File: config.mk
export PLATFORM = sky130hd
export DESIGN_NAME = hazard_scoreboard
export DESIGN_NICKNAME = d
export VERILOG_FILES = /design/src/rtl/hazard_scoreboard.sv
export SDC_FILE = /design/constraint.sdc
export NUM_CORES = 1
export LEC_CHECK = 0
export ABC_AREA = 1
export BUFFER_PORTS_ARGS = -buffer_cell sky130_fd_sc_hd__buf_4
export CAP_MARGIN = 20
export CORE_UTILIZATION = 55
export CTS_CLUSTER_SIZE = 12
export DETAILED_ROUTE_END_ITERATION = 8
export PLACE_DENSITY = 0.81
export REMOVE_ABC_BUFFERS = 1
export SYNTH_ARGS = -nofsm -noshare
export SYNTH_HDL_FRONTEND = slang
export SYNTH_SLANG_ARGS = --single-unit
File: constraint.sdc
create_clock -name clk -period 2.3 [get_ports clk]
set_clock_uncertainty 0.2 [all_clocks]
set_input_delay 0.23 -clock clk [delete_from_list [all_inputs] [get_ports clk]]
set_output_delay 0.23 -clock clk [all_outputs]
set_load 0.01 [all_outputs]
File: src/rtl/hazard_scoreboard.sv
// Decode-stage RAW hazard scoreboard for the EX/MEM/WB pipeline.
// It also squashes wrong-path work on a flush and drains the pipeline after HALT.
module hazard_scoreboard (
    input  logic       clk,
    input  logic       rst,
    input  logic       id_valid,
    input  logic [2:0] id_rs_sel,
    input  logic       id_rs_used,
    input  logic [2:0] id_rt_sel,
    input  logic       id_rt_used,
    input  logic [2:0] id_wr_sel,
    input  logic       id_wr_en,
    input  logic       id_halt,
    input  logic       flush,
    output logic       stall,
    output logic       drain_hold,
    output logic       halted,
    output logic       err
);

    typedef enum logic [1:0] {
        RUN    = 2'd0,
        DRAIN  = 2'd1,
        HALTED = 2'd2
    } state_t;

    state_t     state_r;
    state_t     state_nxt_s;
    logic       ex_wr_r;
    logic [2:0] ex_sel_r;
    logic       mem_wr_r;
    logic [2:0] mem_sel_r;
    logic       wb_wr_r;
    logic [2:0] wb_sel_r;
    logic [1:0] drain_cnt_r;
    logic [1:0] stall_cnt_r;
    logic       drain_hold_r;
    logic       halted_r;
    logic       err_r;
    logic       hazard_s;
    logic       insert_s;
    logic       new_wr_s;
    logic [2:0] new_sel_s;
    logic       pipe_empty_s;

    // A busy entry hits when its destination matches a source decode actually reads.
    function automatic logic entry_hit(input logic       wr,
                                       input logic [2:0] sel,
                                       input logic [2:0] rs_sel,
                                       input logic       rs_used,
                                       input logic [2:0] rt_sel,
                                       input logic       rt_used);
        entry_hit = wr & ((rs_used & (sel == rs_sel)) | (rt_used & (sel == rt_sel)));
    endfunction

    // Hazard detection against EX and MEM; WB is covered by the register-file bypass.
    always_comb begin
        hazard_s = entry_hit(ex_wr_r, ex_sel_r, id_rs_sel, id_rs_used, id_rt_sel, id_rt_used)
                 | entry_hit(mem_wr_r, mem_sel_r, id_rs_sel, id_rs_used, id_rt_sel, id_rt_used);
        stall    = (state_r == RUN) & id_valid & hazard_s;
        insert_s = (state_r == RUN) & id_valid & ~stall & ~flush;
        pipe_empty_s = ~ex_wr_r & ~mem_wr_r & ~wb_wr_r;
    end

    // New EX entry and next state of the halt sequencer.
    always_comb begin
        new_wr_s    = 1'b0;
        new_sel_s   = 3'd0;
        state_nxt_s = state_r;
        if (insert_s && !id_halt) begin
            new_wr_s  = id_wr_en;
            new_sel_s = id_wr_sel;
        end else begin
            new_wr_s  = 1'b0;
            new_sel_s = 3'd0;
        end
        case (state_r)
            RUN: begin
                if (insert_s && id_halt) begin
                    state_nxt_s = DRAIN;
                end else begin
                    state_nxt_s = RUN;
                end
            end
            DRAIN: begin
                // Only the first drain cycle still has HALT in EX, so only it can be squashed.
                if (flush && (drain_cnt_r == 2'd0)) begin
                    state_nxt_s = RUN;
                end else if ((drain_cnt_r >= 2'd2) && pipe_empty_s) begin
                    state_nxt_s = HALTED;
                end else begin
                    state_nxt_s = DRAIN;
                end
            end
            HALTED: begin
                state_nxt_s = HALTED;
            end
            default: begin
                state_nxt_s = RUN;
            end
        endcase
    end

    // Pipeline entries, sequencer state and sticky status registers.
    always_ff @(posedge clk) begin
        if (rst) begin
            ex_wr_r      <= 1'b0;
            ex_sel_r     <= 3'd0;
            mem_wr_r     <= 1'b0;
            mem_sel_r    <= 3'd0;
            wb_wr_r      <= 1'b0;
            wb_sel_r     <= 3'd0;
            state_r      <= RUN;
            drain_cnt_r  <= 2'd0;
            stall_cnt_r  <= 2'd0;
            drain_hold_r <= 1'b0;
            halted_r     <= 1'b0;
            err_r        <= 1'b0;
        end else begin
            ex_wr_r   <= new_wr_s;
            ex_sel_r  <= new_sel_s;
            mem_wr_r  <= flush ? 1'b0 : ex_wr_r;
            mem_sel_r <= flush ? 3'd0 : ex_sel_r;
            wb_wr_r   <= mem_wr_r;
            wb_sel_r  <= mem_sel_r;
            state_r   <= state_nxt_s;
            if ((state_r == DRAIN) && (state_nxt_s == DRAIN)) begin
                drain_cnt_r <= (drain_cnt_r == 2'd3) ? drain_cnt_r : drain_cnt_r + 2'd1;
            end else begin
                drain_cnt_r <= 2'd0;
            end
            if (stall) begin
                stall_cnt_r <= (stall_cnt_r == 2'd3) ? stall_cnt_r : stall_cnt_r + 2'd1;
            end else begin
                stall_cnt_r <= 2'd0;
            end
            drain_hold_r <= (state_nxt_s != RUN);
            halted_r     <= (state_nxt_s == HALTED);
            // A genuine hazard clears within two bubbles; a third stall cycle means corruption.
            if ((stall && (stall_cnt_r >= 2'd2)) || (flush && (state_r == HALTED))) begin
                err_r <= 1'b1;
            end else begin
                err_r <= err_r;
            end
        end
    end

    assign drain_hold = drain_hold_r;
    assign halted     = halted_r;
    assign err        = err_r;

endmodule

==> results.sh, run 1 <==
export IMPL_clock_path_buffers=2
export IMPL_slew_headroom=0.839
export IMPL_status="finished with violations"
export IMPL_path_clk_slew_ns=0.11
export IMPL_postLayoutCellArea_sq_mm=0.00120
export IMPL_drt_wl_total_um=1830
export IMPL_hp_class="in -> reg"
export IMPL_postRouteAntennaNets=0
export IMPL_cts_max_level=1
export IMPL_netlist_instances=144
export IMPL_grt_max_degree=11
export IMPL_placed_cell_area_sq_mm=0.00111
export IMPL_rows=14
export IMPL_final_core_utilization=0.768
export IMPL_numCtsBuffers=3
export IMPL_synth_compound_area_frac=0.0479
export IMPL_drtIter0Drc=18
export IMPL_top_layer="met4"
export IMPL_grt_overflow=0
export IMPL_wl_met3_um=65
export IMPL_synth_top_family_by_area="simple AND/OR/NAND/NOR gates"
export IMPL_post_cts_buffers=0
export IMPL_peakVddDrop_uv=404
export IMPL_fin_crit_ns=1.93
export IMPL_avgSynthCellArea_sq_um=6.53
export IMPL_tightestPinTransition_ns=0.240
export IMPL_worstSkewPairLatency_ns=0.29
export IMPL_synth_xor_area_frac=0.0279
export IMPL_syn_area_sq_um=941
export IMPL_grt_pass1_vias=859
export IMPL_dr_wl_met2_um=956
export IMPL_grt_setup_unrepaired="no"
export IMPL_remaining_drc_errors=6
export IMPL_first_pass_iters=6
export IMPL_gp_congestion=0.834
export IMPL_n_fill_cell=121
export IMPL_synth_fa_ha_area_frac=0.0665
export IMPL_cpMostUsedCell="nand2_1"
export IMPL_start_kind="flop"
export IMPL_die_y_um=43.4
export IMPL_layout_nets=196
export IMPL_cts_sinks=18
export IMPL_violations="design-rule violations"
export IMPL_worst_path_buf_inv=3
export IMPL_end_kind="output pin"
export IMPL_wl_per_cell_um=9.69
export IMPL_antenna_found_initial=0
export IMPL_worstPathArrival_ns=1.50
export IMPL_antenna_cells=0
export IMPL_io_buffers=20
export IMPL_path_max_fanout=4
export IMPL_ios=21
export IMPL_fin_setup_tns_ns=0
export IMPL_synthSimpleGateAreaFrac=0.347
export IMPL_ys_ff_latch=18
export IMPL_cts_root_buf="clkbuf_4"
export IMPL_fmax_mhz=518
export IMPL_cap_violations=0
export IMPL_place_ws_ns=0.680
export IMPL_post_route_period_util=0.840
export IMPL_required_ns=1.87
export IMPL_synth_cell_types=20
export IMPL_finalHoldViolCount=0
export IMPL_drive_gt1_frac=0.185
export IMPL_core_sq_mm=0.00156
export IMPL_cts_tree="built"
export IMPL_ys_seq_area_frac=0.383
export IMPL_syn_to_final_growth_pct=27.3
export IMPL_leakage_nw=0.668
export IMPL_cp_cell_sequence="inv_1 > nand2_1 > nand2_1 > nor2_1 > nand3_1 > nand2_1 > nand2_2 > nand2_2 > inv_2 > nor2_4 > buf_4"
export IMPL_max_stage_delay_ns=0.38
export IMPL_hold_slack_ns=0.107
export IMPL_hpwlAfterDp_um=1470
export IMPL_via_count=927
export IMPL_synthMuxAreaShare=0
export IMPL_die_w_um=43.4
export IMPL_worst_slack_ns=0.368
export IMPL_slowest_stage="dfxtp_1"
export IMPL_path_class="reg -> out"
export IMPL_met1Wirelength_um=785
export IMPL_cpLargestDelayFamily="simple AND/OR/NAND/NOR gates"
export IMPL_vias_per_cell=4.90
export IMPL_powerDensity_mw_per_mm2=487
export IMPL_dieArea_sq_mm=0.00188
export IMPL_maxSlewViolCount=0
export IMPL_grt_util_all_layers=0.226
export IMPL_setup_violations=0
export IMPL_ys_warn_count=0
export IMPL_grt_pass1_wl_um=3220
export IMPL_start_util=0.604
-- through the flow --
stage          total power (W)  cells
2_1_floorplan         0.000355    144
3_3_place_gp          0.000386    180
3_5_place_dp          0.000388    180
4_1_cts               0.000581    189
5_1_grt               0.000609    189
6_report              0.000583    189
-- worst paths after layout --
kind                                from                endpoint  slack (ns)  cells past startpoint
hold reg to reg       ex_wr_r$_SDFF_PP0_     mem_wr_r$_SDFF_PP0_        0.27                      2
setup reg to reg  ex_sel_r[0]$_SDFF_PP0_      ex_wr_r$_SDFF_PP0_        0.77                     11
setup / recovery  ex_sel_r[0]$_SDFF_PP0_                   stall        0.37                     11
hold / removal                   id_halt  ex_sel_r[1]$_SDFF_PP0_        0.11                      4
-- what timing repair did --
action,CTS,global route
hold endpoints to repair,5,0
resized for setup,0,0
hold buffers,5,0
-- report_power, final --
part / switching, W / total, W / internal (W)
Sequential: 0.00000262 / 0.000317 / 0.000315
Combinational: 0.0000332 / 0.0000702 / 0.0000370
Clock: 0.0000987 / 0.000195 / 0.0000964
-- worst register-to-register path, stage by stage (launching register included) --
cell and delay (ns):
dfxtp_1 0.38, inv_1 0.08, nand2_1 0.06, nand2_1 0.05, nor2_1 0.09, nand3_1 0.07, nand2_1 0.09, nand2_2 0.06
nand2_2 0.07, inv_2 0.05, nand3_1 0.16, nor2_1 0.06
-- state kept, by name (all words and copies together), names as in the netlist --
| register | cells |
|---|---|
| ex_sel_r | 3 |
| drain_hold | 1 |
| err | 1 |
| state_r | 2 |
| drain_cnt_r | 2 |
| wb_wr_r | 1 |
| stall_cnt_r | 2 |
| mem_wr_r | 1 |
| mem_sel_r | 3 |
| halted | 1 |
| ex_wr_r | 1 |
-- cell usage in the layout (no fill, tap or decap), types with 2 or more instances in the layout --
cell and n:
clkbuf_4 3, o21ai_0 2, dlygate4sd3_1 5, inv_1 29
nor2_1 28, nand3_1 5, inv_2 3, ha_1 5
nand2_2 4, nand2_1 38, dfxtp_1 18, xor2_1 2
buf_4 20
-- kinds of logic after synthesis --
group / Yosys count
adder cells (fa/ha/maj): 5
flip-flops: 18
XOR/XNOR: 3
AND/OR/NAND/NOR: 79
buffers and inverters: 32
AO/OA/AOI/OAI: 7
-- layer usage --
metal  vias up  track usage
li1        484            -
met1       417        0.237
met2        22        0.442
met3         4       0.0375
met4         0       0.0875
met5         -            0
-- final cells by class --
cell class	instances	area [sq um]	area share
well taps	16	20.0	0.0167
multi-input cells	94	460	0.385
flip-flops and latches	18	360	0.301
clock buffers	4	36.3	0.0303
repair buffers	25	200	0.167
inverters	32	120	0.100
-- cells in the mapped netlist --
master	n	share of area
nand2_1	38	0.15
inv_1	29	0.12
nor2_1	28	0.11
dfxtp_1	18	0.38
ha_1	5	0.066
nand3_1	5	0.027
nand2_2	4	0.027
inv_2	3	0.012
o21ai_0	2	0.011
xor2_1	2	0.019
a211oi_1	1	0.0080
a21boi_0	1	0.0080
a21oi_1	1	0.0053
nand4_1	1	0.0067
nor2_4	1	0.012
nor3_1	1	0.0053
nor4_1	1	0.0067
o2111ai_1	1	0.0093
o22ai_1	1	0.0067
xnor2_1	1	0.0093
Note: power is estimated with default switching activity, not from simulation.
==> run 2: changes to the inputs <==
CORE_UTILIZATION = 47   (was 55)
PLACE_DENSITY = 0.74   (was 0.81)
clock period = 1.75 ns   (was 2.3 ns; I/O delays follow)
==> results.sh, run 2 (synthesis gave the netlist of run 1 again) <==
export IMPL_wl_met3_um=74
export IMPL_end_kind="output pin"
export IMPL_dr_wl_met2_um=821
export IMPL_numCtsBuffers=3
export IMPL_postRouteAntennaNets=0
export IMPL_n_fill_cell=168
export IMPL_fin_crit_ns=1.82
export IMPL_grt_util_all_layers=0.190
export IMPL_cts_root_buf="clkbuf_4"
export IMPL_mostFrequentLayoutCell="nand2_1"
export IMPL_worstSkewPairLatency_ns=0.30
export IMPL_violations="negative setup slack"
export IMPL_final_cells=198
export IMPL_p_total_w=0.000762
export IMPL_antenna_cells=0
export IMPL_worst_slack_ns=-0.0657
export IMPL_tightestPinTransition_ns=0.221
export IMPL_first_pass_iters=4
export IMPL_grt_pass1_vias=728
export IMPL_drt_wl_total_um=1730
export IMPL_grt_max_degree=11
export IMPL_cp_endpoint="stall"
export IMPL_cap_violations=0
export IMPL_reg2reg_depth=11
export IMPL_cpMostUsedCell="nand2_1"
export IMPL_grt_pass1_wl_um=2810
export IMPL_hp_class="in -> reg"
export IMPL_path_class="reg -> out"
export IMPL_max_stage_delay_ns=0.35
export IMPL_drtIter0Drc=4
export IMPL_path_clk_slew_ns=0.10
export IMPL_intPower_w=0.000588
export IMPL_vias_per_cell=4.35
export IMPL_final_core_utilization=0.679
export IMPL_cts_max_level=1
export IMPL_startpoint="mem_sel_r[0]$_SDFF_PP0_"
export IMPL_peakVddDrop_uv=565
export IMPL_start_kind="flop"
export IMPL_r2r_slack_ns=0.30
export IMPL_maxSlewViolCount=0
export IMPL_dp_cells=189
export IMPL_met1Wirelength_um=800
export IMPL_io_buffers=20
export IMPL_die_w_um=46.7
export IMPL_setup_violations=1
export IMPL_regArea_sq_um=369
export IMPL_r2r_end="ex_sel_r[2]$_SDFF_PP0_"
export IMPL_worstPathArrival_ns=1.44
export IMPL_postLayoutCellArea_sq_mm=0.00122
export IMPL_syn_to_final_growth_pct=30.1
export IMPL_power_frac_comb=0.119
export IMPL_cts_tree="built"
export IMPL_required_ns=1.37
export IMPL_slew_headroom=0.851
export IMPL_p_switching_w=0.000173
export IMPL_top_layer="met4"
export IMPL_cp_cell_sequence="inv_1 > nand2_1 > nand2_1 > nor2_1 > nand2_1 > nand2_1 > nand2_2 > nand2_2 > inv_2 > nor2_4 > buf_6"
export IMPL_final_cell_mix="37 x nand2_1, 28 x inv_1, 28 x nor2_1"
export IMPL_rows=15
export IMPL_fmax_mhz=551
export IMPL_hpwlAfterDp_um=1430
export IMPL_slowest_stage="dfxtp_2"
export IMPL_ios=21
export IMPL_wl_per_cell_um=8.75
export IMPL_drive_gt1_frac=0.225
export IMPL_remaining_drc_errors=0
export IMPL_post_route_period_util=1.04
export IMPL_power_frac_seq=0.546
export IMPL_largest_registers="ex_sel_r: 3 flops, mem_sel_r: 3 flops"
export IMPL_clockPowerShare=0.334
export IMPL_cts_sinks=18
export IMPL_timing_rr_start="mem_sel_r[0]$_SDFF_PP0_"
export IMPL_clock_path_buffers=2
export IMPL_antenna_found_initial=0
export IMPL_gp_congestion=0.825
export IMPL_switching_share=0.228
export IMPL_placed_cell_area_sq_mm=0.00112
export IMPL_fin_setup_tns_ns=-0.0657
export IMPL_multi_input_area_sq_um=463
export IMPL_finalHoldViolCount=0
export IMPL_leakage_nw=0.671
export IMPL_dieArea_sq_mm=0.00218
export IMPL_powerDensity_mw_per_mm2=622
export IMPL_layout_nets=196
export IMPL_grt_overflow=0
export IMPL_core_sq_mm=0.00180
export IMPL_status="finished with violations"
export IMPL_via_count=862
export IMPL_start_util=0.522
export IMPL_die_y_um=46.7
export IMPL_grt_setup_unrepaired="yes"
export IMPL_path_max_fanout=3
==> run 2: cell counts in the layout (fill, tap and decap cells not counted) <==
No cell type changed its count.
==> run 2: cell type report <==
class | count | share of cell area
flip-flops and latches | 18 | 0.302
clock buffers | 4 | 0.0297
multi-input cells | 94 | 0.378
inverters | 32 | 0.0982
repair buffers | 25 | 0.167
well taps | 25 | 0.0256
==> run 2: routing by layer <==
metal / up-vias / GRT usage
li1: 484 / -
met1: 359 / 0.212
met2: 15 / 0.306
met3: 4 / 0.0731
met4: 0 / 0.114
met5: - / 0
==> run 2: worst min-delay path by stage <==
stage	start	to	cells past startpoint
finish	flush	mem_sel_r[0]$_SDFF_PP0_	4
global route	flush	mem_sel_r[0]$_SDFF_PP0_	4
CTS	flush	mem_sel_r[0]$_SDFF_PP0_	4
detailed placement	rst	wb_wr_r$_SDFF_PP0_	2
global placement	rst	wb_wr_r$_SDFF_PP0_	2
floorplan	rst	wb_wr_r$_SDFF_PP0_	1
==> run 2: power by group through the flow <==
stage / combinational (W) / clock (W) / sequential, W
floorplan: 0.0000402 / 0 / 0.000426
global placement: 0.0000805 / 0 / 0.000426
detailed placement: 0.0000819 / 0 / 0.000427
CTS: 0.0000911 / 0.000265 / 0.000417
global route: 0.000102 / 0.000278 / 0.000417
finish: 0.0000909 / 0.000255 / 0.000416
==> run 2: worst max-delay path: cells and delay by family, from the launching register on <==
family | cells | cell delay [ns]
buffers and inverters | 3 | 0.21
AND/OR/NAND/NOR | 8 | 0.57
flip-flops | 1 | 0.35
==> run 2: repair_timing <==
| action | in CTS | in global routing |
|---|---|---|
| gates resized for setup | 5 | 4 |
| buffers inserted | 0 | 0 |
| hold endpoints to repair | 5 | 0 |
| hold buffers | 5 | 0 |
| endpoints found under the setup margin | 1 | 1 |
| pin swaps | 0 | 0 |
==> run 2: through the flow <==
stage          hold slack (ns)  setup WS (ns)
2_1_floorplan           0.0463          0.416
3_3_place_gp             0.160          0.212
3_5_place_dp             0.159          0.192
4_1_cts                 0.0239        -0.0836
5_1_grt                 0.0289         -0.182
6_report                0.0238        -0.0657
==> run 3: changes to the inputs <==
GPL_TIMING_DRIVEN = 0   (was not set)
SLEW_MARGIN = 10   (was not set)
==> results.sh, run 3 (synthesis gave the netlist of run 1 again) <==
export IMPL_worst_slack_ns=-0.0691
export IMPL_postRouteAntennaNets=0
export IMPL_wl_per_cell_um=9.74
export IMPL_cts_max_level=1
export IMPL_drt_wl_total_um=2020
export IMPL_path_max_fanout=3
export IMPL_grt_util_all_layers=0.199
export IMPL_hp_class="in -> reg"
export IMPL_cts_root_buf="clkbuf_4"
export IMPL_final_cell_mix="36 x nand2_1, 28 x nor2_1, 26 x inv_1"
export IMPL_start_util=0.522
export IMPL_hpwlAfterDp_um=1430
export IMPL_rows=15
export IMPL_violations="negative setup slack"
export IMPL_final_core_utilization=0.723
export IMPL_layout_nets=205
export IMPL_ios=21
export IMPL_numCtsBuffers=3
export IMPL_powerDensity_mw_per_mm2=590
export IMPL_slew_headroom=0.854
export IMPL_maxSlewViolCount=0
export IMPL_die_w_um=46.7
export IMPL_first_pass_iters=4
export IMPL_largest_registers="ex_sel_r: 3 flops, mem_sel_r: 3 flops"
export IMPL_via_count=911
export IMPL_tightestPinTransition_ns=0.217
export IMPL_status="finished with violations"
export IMPL_drtIter0Drc=24
export IMPL_grt_overflow=0
export IMPL_core_sq_mm=0.00180
export IMPL_finalHoldViolCount=0
export IMPL_start_kind="flop"
export IMPL_gp_congestion=0.803
export IMPL_grt_pass1_wl_um=3060
export IMPL_dieArea_sq_mm=0.00218
export IMPL_path_class="reg -> out"
export IMPL_mostFrequentLayoutCell="nand2_1"
export IMPL_worstSkewPairLatency_ns=0.29
export IMPL_cap_violations=0
export IMPL_grt_max_degree=11
export IMPL_fmax_mhz=550
export IMPL_remaining_drc_errors=0
export IMPL_vias_per_cell=4.40
export IMPL_fin_setup_tns_ns=-0.151
export IMPL_leakage_nw=0.720
export IMPL_cts_tree="built"
export IMPL_fin_crit_ns=1.82
export IMPL_required_ns=1.37
export IMPL_syn_to_final_growth_pct=38.4
export IMPL_post_route_period_util=1.04
export IMPL_setup_violations=4
export IMPL_grt_pass1_vias=802
export IMPL_path_clk_slew_ns=0.10
export IMPL_cts_sinks=18
export IMPL_die_y_um=46.7
export IMPL_drive_gt1_frac=0.280
export IMPL_antenna_found_initial=0
export IMPL_peakVddDrop_uv=451
export IMPL_worstPathArrival_ns=1.44
export IMPL_io_buffers=20
export IMPL_clock_path_buffers=2
export IMPL_antenna_cells=0
export IMPL_grt_setup_unrepaired="yes"
export IMPL_end_kind="output pin"
run 3: worst paths after layout:
check / startpoint / to / slack (ns) / cells after the start
worst max-delay path: mem_sel_r[0]$_SDFF_PP0_ / stall / -0.07 / 11
worst min-delay path: flush / mem_sel_r[0]$_SDFF_PP0_ / 0.05 / 4
worst max register to register: mem_sel_r[0]$_SDFF_PP0_ / stall_cnt_r[0]$_SDFFE_PP0P_ / -0.05 / 16
worst min register to register: ex_sel_r[2]$_SDFF_PP0_ / mem_sel_r[2]$_SDFF_PP0_ / 0.26 / 2
run 3: area by class of cell:
type                       count  area [sq um]
clock buffer                   4          36.3
fill                         157           499
inverter                      32           120
multi-input combinational     94           465
sequential                    18           367
tap                           25          31.3
timing repair buffer          34           283
run 3: timing repair:
item                                   4_1_cts  5_1_grt
resized for setup                            7        7
endpoints found under the hold margin        5        0
setup endpoints to repair                    1        4
hold buffers                                 5        0
setup buffers                                8        3
pin swaps                                    5        7
run 3: through the flow:
stage	setup slack (ns)	area (sq um)	total power, W	instances	hold WS [ns]
after CTS	-0.0618	1280	0.000770	206	0.0455
after global placement	0.232	1120	0.000506	189	0.159
after global routing	-0.222	1300	0.000807	207	0.0377
after floorplan	0.416	941	0.000467	144	0.0463
final	-0.0691	1300	0.000768	207	0.0465
after detailed placement	0.220	1120	0.000509	189	0.166
run 3: worst max-delay path, stage by stage (launching register included):
cell     delay (ns)
dfxtp_2        0.35
inv_1          0.05
nand2_1        0.05
nand2_1        0.05
nor2_1         0.10
nand2_1        0.07
nand2_1        0.06
nand2_2        0.06
nand2_2        0.08
inv_2          0.05
nor2_4         0.11
buf_6          0.12
run 3: metal layers:
metal | share of wire | track usage | vias to the layer above | wire length, um
met2 | 0.51 | 0.342 | 14 | 1020
li1 | - | - | 504 | -
met4 | 0.0060 | 0.0857 | 0 | 12
met5 | 0 | 0 | - | 0
met1 | 0.47 | 0.236 | 391 | 940
met3 | 0.021 | 0.0500 | 2 | 43
run 3: report_power, final:
group | leakage [nW] | internal (W) | switching [W]
registers | 0.148 | 0.000414 | 0.00000372
clock network | 0.0210 | 0.000127 | 0.000130
logic | 0.551 | 0.0000501 | 0.0000440
